**src/rtl/rotate_operand_sequencer_pkg.sv**
```systemverilog
// Shared types and constants for the rotate operand sequencer (package rot_pkg).
// Optional result flags are enabled with `define ROT_RESULT_FLAGS_EN.
package rot_pkg;

  localparam int ROT_W     = 32;
  localparam int ROT_AMT_W = 5;
  localparam int ROT_OPS_W = 16;

  localparam logic ROT_DIR_R = 1'b0;
  localparam logic ROT_DIR_L = 1'b1;

  typedef enum logic [1:0] {
    IDLE  = 2'd0,
    COUNT = 2'd1,
    EXEC  = 2'd2,
    DONE  = 2'd3
  } rot_state_e;

endpackage

```
**src/rtl/rotate_operand_sequencer_if.sv**
```systemverilog
// Bus, rotator and result signals of the rotate operand sequencer.
// ROT_RESULT_FLAGS_EN adds the out_zero/out_msb result flags.
interface rotate_operand_sequencer_if;
  import rot_pkg::*;

  // Handshakes: a beat transfers on the rising edge where valid and ready are
  // both 1; the producer holds data stable while valid is 1 and ready is 0.
  logic [ROT_W-1:0]     bus_in;
  logic                 bus_valid;
  logic                 bus_dir;
  logic                 bus_ready;
  logic [ROT_W-1:0]     rot_data;
  logic [ROT_AMT_W-1:0] rot_amount;
  logic [ROT_W-1:0]     rot_result;
  logic [ROT_W-1:0]     z_out;
  logic                 out_valid;
  logic                 out_ready;
  logic [ROT_OPS_W-1:0] ops_done;
`ifdef ROT_RESULT_FLAGS_EN
  logic                 out_zero;
  logic                 out_msb;

  modport slave (
    input  bus_in, bus_valid, bus_dir, rot_result, out_ready,
    output bus_ready, rot_data, rot_amount, z_out, out_valid, ops_done,
           out_zero, out_msb
  );
  modport master (
    output bus_in, bus_valid, bus_dir, rot_result, out_ready,
    input  bus_ready, rot_data, rot_amount, z_out, out_valid, ops_done,
           out_zero, out_msb
  );
`else
  modport slave (
    input  bus_in, bus_valid, bus_dir, rot_result, out_ready,
    output bus_ready, rot_data, rot_amount, z_out, out_valid, ops_done
  );
  modport master (
    output bus_in, bus_valid, bus_dir, rot_result, out_ready,
    input  bus_ready, rot_data, rot_amount, z_out, out_valid, ops_done
  );
`endif

endinterface

```
**src/rtl/rotate_operand_sequencer_amount_conv.sv**
```systemverilog
// Converts a direction and a 5-bit count into the equivalent right-rotate amount.
module rot_amount_conv
  import rot_pkg::*;
(
  input  logic                 dir_i,
  input  logic [ROT_AMT_W-1:0] count_i,
  output logic [ROT_AMT_W-1:0] amount_o
);

  localparam logic [ROT_AMT_W-1:0] AMT_ZERO = '0;

  // Left by n equals right by (32 - n) mod 32; the modular negate keeps 0 at 0.
  assign amount_o = (dir_i == ROT_DIR_L) ? (AMT_ZERO - count_i) : count_i;

endmodule

```
**src/rtl/rotate_operand_sequencer.sv**
```systemverilog
// Two-beat operand/count collector driving an external rotate-right unit and holding its result.
// ROT_RESULT_FLAGS_EN adds registered zero/msb flags of the captured result.
module rotate_operand_sequencer
  import rot_pkg::*;
(
  input  logic                       clock,
  input  logic                       clear,
  rotate_operand_sequencer_if.slave  bus_if,
  output logic [1:0]                 state_o
);

  localparam logic [1:0] S_IDLE  = IDLE;
  localparam logic [1:0] S_COUNT = COUNT;
  localparam logic [1:0] S_EXEC  = EXEC;
  localparam logic [1:0] S_DONE  = DONE;

  logic [1:0]           state_q, state_d;
  logic [ROT_W-1:0]     data_q, data_d;
  logic [ROT_AMT_W-1:0] amount_q, amount_d;
  logic                 dir_q, dir_d;
  logic [ROT_W-1:0]     z_q, z_d;
  logic [ROT_OPS_W-1:0] ops_q, ops_d;
  logic [ROT_AMT_W-1:0] conv_amount;
`ifdef ROT_RESULT_FLAGS_EN
  logic                 zero_q, zero_d;
  logic                 msb_q, msb_d;
`endif

  rot_amount_conv u_conv (
    .dir_i    (dir_q),
    .count_i  (bus_if.bus_in[ROT_AMT_W-1:0]),
    .amount_o (conv_amount)
  );

  always_comb begin
    state_d  = state_q;
    data_d   = data_q;
    amount_d = amount_q;
    dir_d    = dir_q;
    z_d      = z_q;
    ops_d    = ops_q;
`ifdef ROT_RESULT_FLAGS_EN
    zero_d   = zero_q;
    msb_d    = msb_q;
`endif
    case (state_q)
      S_IDLE: begin
        if (bus_if.bus_valid) begin
          data_d  = bus_if.bus_in;
          dir_d   = bus_if.bus_dir;
          state_d = S_COUNT;
        end
      end
      S_COUNT: begin
        if (bus_if.bus_valid) begin
          amount_d = conv_amount;
          state_d  = S_EXEC;
        end
      end
      S_EXEC: begin
        // Rotator inputs have been stable since the count edge; capture now.
        z_d     = bus_if.rot_result;
`ifdef ROT_RESULT_FLAGS_EN
        zero_d  = (bus_if.rot_result == '0);
        msb_d   = bus_if.rot_result[ROT_W-1];
`endif
        state_d = S_DONE;
      end
      S_DONE: begin
        if (bus_if.out_ready) begin
          ops_d   = ops_q + 16'd1;
          state_d = S_IDLE;
        end
      end
      default: state_d = S_IDLE;
    endcase
  end

  always_ff @(posedge clock) begin
    if (clear) begin
      state_q  <= S_IDLE;
      data_q   <= '0;
      amount_q <= '0;
      dir_q    <= ROT_DIR_R;
      z_q      <= '0;
      ops_q    <= '0;
`ifdef ROT_RESULT_FLAGS_EN
      zero_q   <= 1'b0;
      msb_q    <= 1'b0;
`endif
    end else begin
      state_q  <= state_d;
      data_q   <= data_d;
      amount_q <= amount_d;
      dir_q    <= dir_d;
      z_q      <= z_d;
      ops_q    <= ops_d;
`ifdef ROT_RESULT_FLAGS_EN
      zero_q   <= zero_d;
      msb_q    <= msb_d;
`endif
    end
  end

  // Handshake outputs decode state only, so out_ready never reaches bus_ready.
  assign bus_if.bus_ready  = (state_q == S_IDLE) || (state_q == S_COUNT);
  assign bus_if.out_valid  = (state_q == S_DONE);
  assign bus_if.rot_data   = data_q;
  assign bus_if.rot_amount = amount_q;
  assign bus_if.z_out      = z_q;
  assign bus_if.ops_done   = ops_q;
`ifdef ROT_RESULT_FLAGS_EN
  assign bus_if.out_zero   = zero_q;
  assign bus_if.out_msb    = msb_q;
`endif
  assign state_o           = state_q;

endmodule
```
**src/flat_wrapper.sv**
```systemverilog
// flat-port wrapper written by rule: the top's interface ports become plain ports
module rotate_operand_sequencer_flat import rot_pkg::*;
  (clock, clear, state_o, bus_if_bus_in, bus_if_bus_valid, bus_if_bus_dir, bus_if_rot_result, bus_if_out_ready, bus_if_bus_ready, bus_if_rot_data, bus_if_rot_amount, bus_if_z_out, bus_if_out_valid, bus_if_ops_done);
  rotate_operand_sequencer_if bus_if_i ();
  input  logic clock;
  input  logic clear;
  output logic [1:0] state_o;
  input wire logic [$bits(bus_if_i.bus_in)-1:0] bus_if_bus_in;
  input wire logic [$bits(bus_if_i.bus_valid)-1:0] bus_if_bus_valid;
  input wire logic [$bits(bus_if_i.bus_dir)-1:0] bus_if_bus_dir;
  input wire logic [$bits(bus_if_i.rot_result)-1:0] bus_if_rot_result;
  input wire logic [$bits(bus_if_i.out_ready)-1:0] bus_if_out_ready;
  output wire logic [$bits(bus_if_i.bus_ready)-1:0] bus_if_bus_ready;
  output wire logic [$bits(bus_if_i.rot_data)-1:0] bus_if_rot_data;
  output wire logic [$bits(bus_if_i.rot_amount)-1:0] bus_if_rot_amount;
  output wire logic [$bits(bus_if_i.z_out)-1:0] bus_if_z_out;
  output wire logic [$bits(bus_if_i.out_valid)-1:0] bus_if_out_valid;
  output wire logic [$bits(bus_if_i.ops_done)-1:0] bus_if_ops_done;
  assign bus_if_i.bus_in = bus_if_bus_in;
  assign bus_if_i.bus_valid = bus_if_bus_valid;
  assign bus_if_i.bus_dir = bus_if_bus_dir;
  assign bus_if_i.rot_result = bus_if_rot_result;
  assign bus_if_i.out_ready = bus_if_out_ready;
  assign bus_if_bus_ready = bus_if_i.bus_ready;
  assign bus_if_rot_data = bus_if_i.rot_data;
  assign bus_if_rot_amount = bus_if_i.rot_amount;
  assign bus_if_z_out = bus_if_i.z_out;
  assign bus_if_out_valid = bus_if_i.out_valid;
  assign bus_if_ops_done = bus_if_i.ops_done;
  rotate_operand_sequencer u_core (.clock(clock), .clear(clear), .bus_if(bus_if_i), .state_o(state_o));
endmodule
```
**config.mk**
```make
export PLATFORM = sky130hd
export DESIGN_NAME = rotate_operand_sequencer_flat
export DESIGN_NICKNAME = d
export VERILOG_FILES = /design/src/rtl/rotate_operand_sequencer_pkg.sv /design/src/rtl/rotate_operand_sequencer_if.sv /design/src/rtl/rotate_operand_sequencer_amount_conv.sv /design/src/rtl/rotate_operand_sequencer.sv /design/src/flat_wrapper.sv
export SDC_FILE = /design/constraint.sdc
export NUM_CORES = 1
export LEC_CHECK = 0
export ABC_AREA = 1
export CAP_MARGIN = 20
export CORE_ASPECT_RATIO = 0.8
export CORE_MARGIN = 2
export CORE_UTILIZATION = 35
export DETAILED_ROUTE_END_ITERATION = 8
export PLACE_DENSITY_LB_ADDON = 0.25
export SLEW_MARGIN = 20
export SYNTH_ARGS = -nofsm -noshare
export SYNTH_HDL_FRONTEND = slang
export SYNTH_SLANG_ARGS = --single-unit
```
**constraint.sdc**
```tcl
create_clock -name clock -period 1.66 [get_ports clock]
set_clock_uncertainty 0.1 [all_clocks]
set_input_delay 0.498 -clock clock [delete_from_list [all_inputs] [get_ports clock]]
set_output_delay 0.498 -clock clock [all_outputs]
set_load 0.05 [all_outputs]
```
==> flow_summary.ini <==
[status]
outcome = finished, violations left
violations = negative setup slack

[timing]
relSlewSlack = 0.805
max_freq_ghz = 0.529
hold_violations = 0
rsz0062_at_grt = yes
period_needed_ns = 1.89
setup_violations = 2
report.final.slew_viol_count = 0
post-route-period-util = 1.14
whs_ns = 0.420
fin_ws_ns = -0.230
tightest_slew_ns = 0.292

[floorplan]
fp.dieW_um = 114
initial_core_util = 0.356
die_y_um = 92.2
dieArea_um2 = 10500
core_area_um2 = 9570
ios = 158
rows = 32

[routing]
ant_nets = 0
vias_per_cell = 4.77
post-route-drc-count = 0
drt-initial-drc-count = 185
firstDrtPassIters = 6
wirelength_mm = 10.2
wl_per_cell_um = 13.6
vias = 3586

[synthesis]
ys_ff_latch = 88
syn-instance-count = 454
syn_avg_cell_area_um2 = 7.50
synth_cell_types = 28
ys_warn_count = 0
synthesis.area_um2 = 3400
syn_nets = 529
yosysSeqAreaShare = 0.518

[setup_path]
cp.required_ns = 1.06
reg2regPathDepth = 8
crit_path_end_kind = primary output
worstSetupStartpointType = register
worstPathArrival_ns = 1.29
cp-startpoint = u_core.state_o[1]$_SDFFE_PP0P_
path_max_fanout = 3
r2r_setup_slack_ns = 0.02
r2r_end = u_core.bus_if.ops_done[15]$_SDFFE_PP0P_
endpoint = bus_if_bus_ready
worstSetupPathType = register to primary output
rr_startpoint = u_core.state_o[1]$_SDFFE_PP0P_

[power_and_ir_drop]
power_density_nw_per_um2 = 1770
total_power_mw = 11.6
peakVddDrop_mv = 1.28
p_leak_nw = 2.72

[placed_design]
gp_congestion = 0.856
post-place-ws_ns = -0.255
postPlaceCellArea_um2 = 6150
hpwl_mm = 7.52
numPortBuffers = 157

[finish]
antenna_cells = 0
area_growth_pct = 92.5
seq_area_um2 = 1770
drive_gt1_frac = 0.243
multiInputGateArea_um2 = 1510
nets = 703
utilization = 0.684
fillCellCount = 741
fin_area_um2 = 6550

[clocking]
cts_root_buffer = clkbuf_16
clock-sinks = 88
holdBufCountCts = 0
cts_buffer_depth = 2
clk_latency_ns = 0.33
cts_max_level = 3
cts_tree = built
cts_made_buffers = 9
clkSlewWorstSetupHoldPaths_ns = 0.06

[global_routing]
antenna_found_initial = 0
grt_max_degree = 41
grt_pass1_vias = 3511
grt_use_total = 0.196
grt_pass1_wl_mm = 16.6
overflow = 0

[job]
maxCapViolCount = 0

[hold_path]
hold_class = register to register
worstHoldStart = u_core.state_o[1]$_SDFFE_PP0P_
==> cells by family after synthesis <==
logic type	count (synthesis)	synth area share
DFF	88	0.518
xor gates and xnor gates	3	0.00772
and+or+nand+nor	209	0.246
adders and majority gates	6	0.0221
buffers and inverters	50	0.0581
AOI/OAI and AO/OA	98	0.149
==> registers in the layout, indices dropped and copies added (netlist names) <==
register and cells:
u_core.bus_if.rot_data 32, u_core.bus_if.z_out 32, u_core.bus_if.ops_done 16, u_core.bus_if.rot_amount 5, u_core.state_o 2, u_core.dir_q 1
==> cells in the mapped netlist, drive strengths merged <==
library cell	instances	area, µm²
a21oi	16	80.1
a31oi	1	6.26
and2	1	6.26
buf	5	27.5
clkbuf	16	61.3
clkinv	3	11.3
dfxtp	88	1760
ha	6	75.1
inv	26	97.6
nand2	43	164
nand3	7	45.0
nand4	4	25.0
nor2	150	573
nor3	2	10.0
nor3b	1	7.51
o211ai	2	15.0
o21ai	77	385
o21bai	2	18.8
or2	1	6.26
xor2	3	26.3
==> how the worst min path moves through the flow <==
stage                                     endpoint  slack, ns  depth (start not counted)
floorplan                u_core.dir_q$_SDFFE_PP0P_       0.39                          2
global placement    u_core.state_o[1]$_SDFFE_PP0P_       0.38                          2
detailed placement  u_core.state_o[1]$_SDFFE_PP0P_       0.39                          2
CTS                 u_core.state_o[1]$_SDFFE_PP0P_       0.41                          2
global route        u_core.state_o[1]$_SDFFE_PP0P_       0.45                          2
finish              u_core.state_o[1]$_SDFFE_PP0P_       0.42                          2
==> power breakdown <==
part / internal [mW] / switching [mW]
sequential: 2.71 / 0.592
clock: 1.14 / 0.810
combinational: 2.96 / 3.41
total: 6.80 / 4.81
==> metrics by stage <==
stage / setup TNS (ns) / std cells
finish: -0.322 / 752
global placement: -7.59 / 732
CTS: -0.330 / 752
global route: -0.529 / 752
floorplan: 0 / 454
detailed placement: -8.81 / 732
==> critical path, cell delays in order, from the launching register on <==
cell and delay [ns]:
dfxtp_4 0.36, inv_4 0.04, ha_2 0.16, or2_4 0.25, buf_8 0.15
==> timing repair <==
item,CTS,global route
setup endpoints to repair,2,33
gates resized for setup,8,17
buffers inserted,4,1
endpoints found under the hold margin,0,0
pin swaps,3,5
==> layer usage <==
metal	part of all wire	track usage	wire length (µm)
met1	0.41	0.228	4190
met5	0	0	0
met4	0.014	0.0478	141
met2	0.49	0.331	5020
met3	0.084	0.0846	858
==> layout by cell type (no fill, tap or decap), drive strengths merged, types with 3 or more instances in the layout <==
| cell | n |
|---|---|
| buf | 116 |
| a21oi | 16 |
| dfxtp | 88 |
| ha | 6 |
| clkinv | 4 |
| o21ai | 77 |
| nand4 | 4 |
| inv | 27 |
| nor2 | 150 |
| nand3 | 7 |
| clkdlybuf4s50 | 67 |
| clkbuf | 12 |
| xor2 | 3 |
| nand2 | 43 |
==> cell type report <==
class | instances | share of cell area
clock buffer | 12 | 0.0407
sequential | 88 | 0.270
timing repair buffer | 184 | 0.413
clock inverter | 4 | 0.00401
tap | 119 | 0.0227
multi-input combinational | 316 | 0.231
inverter | 29 | 0.0180
Power figures use the tool's default switching activity.
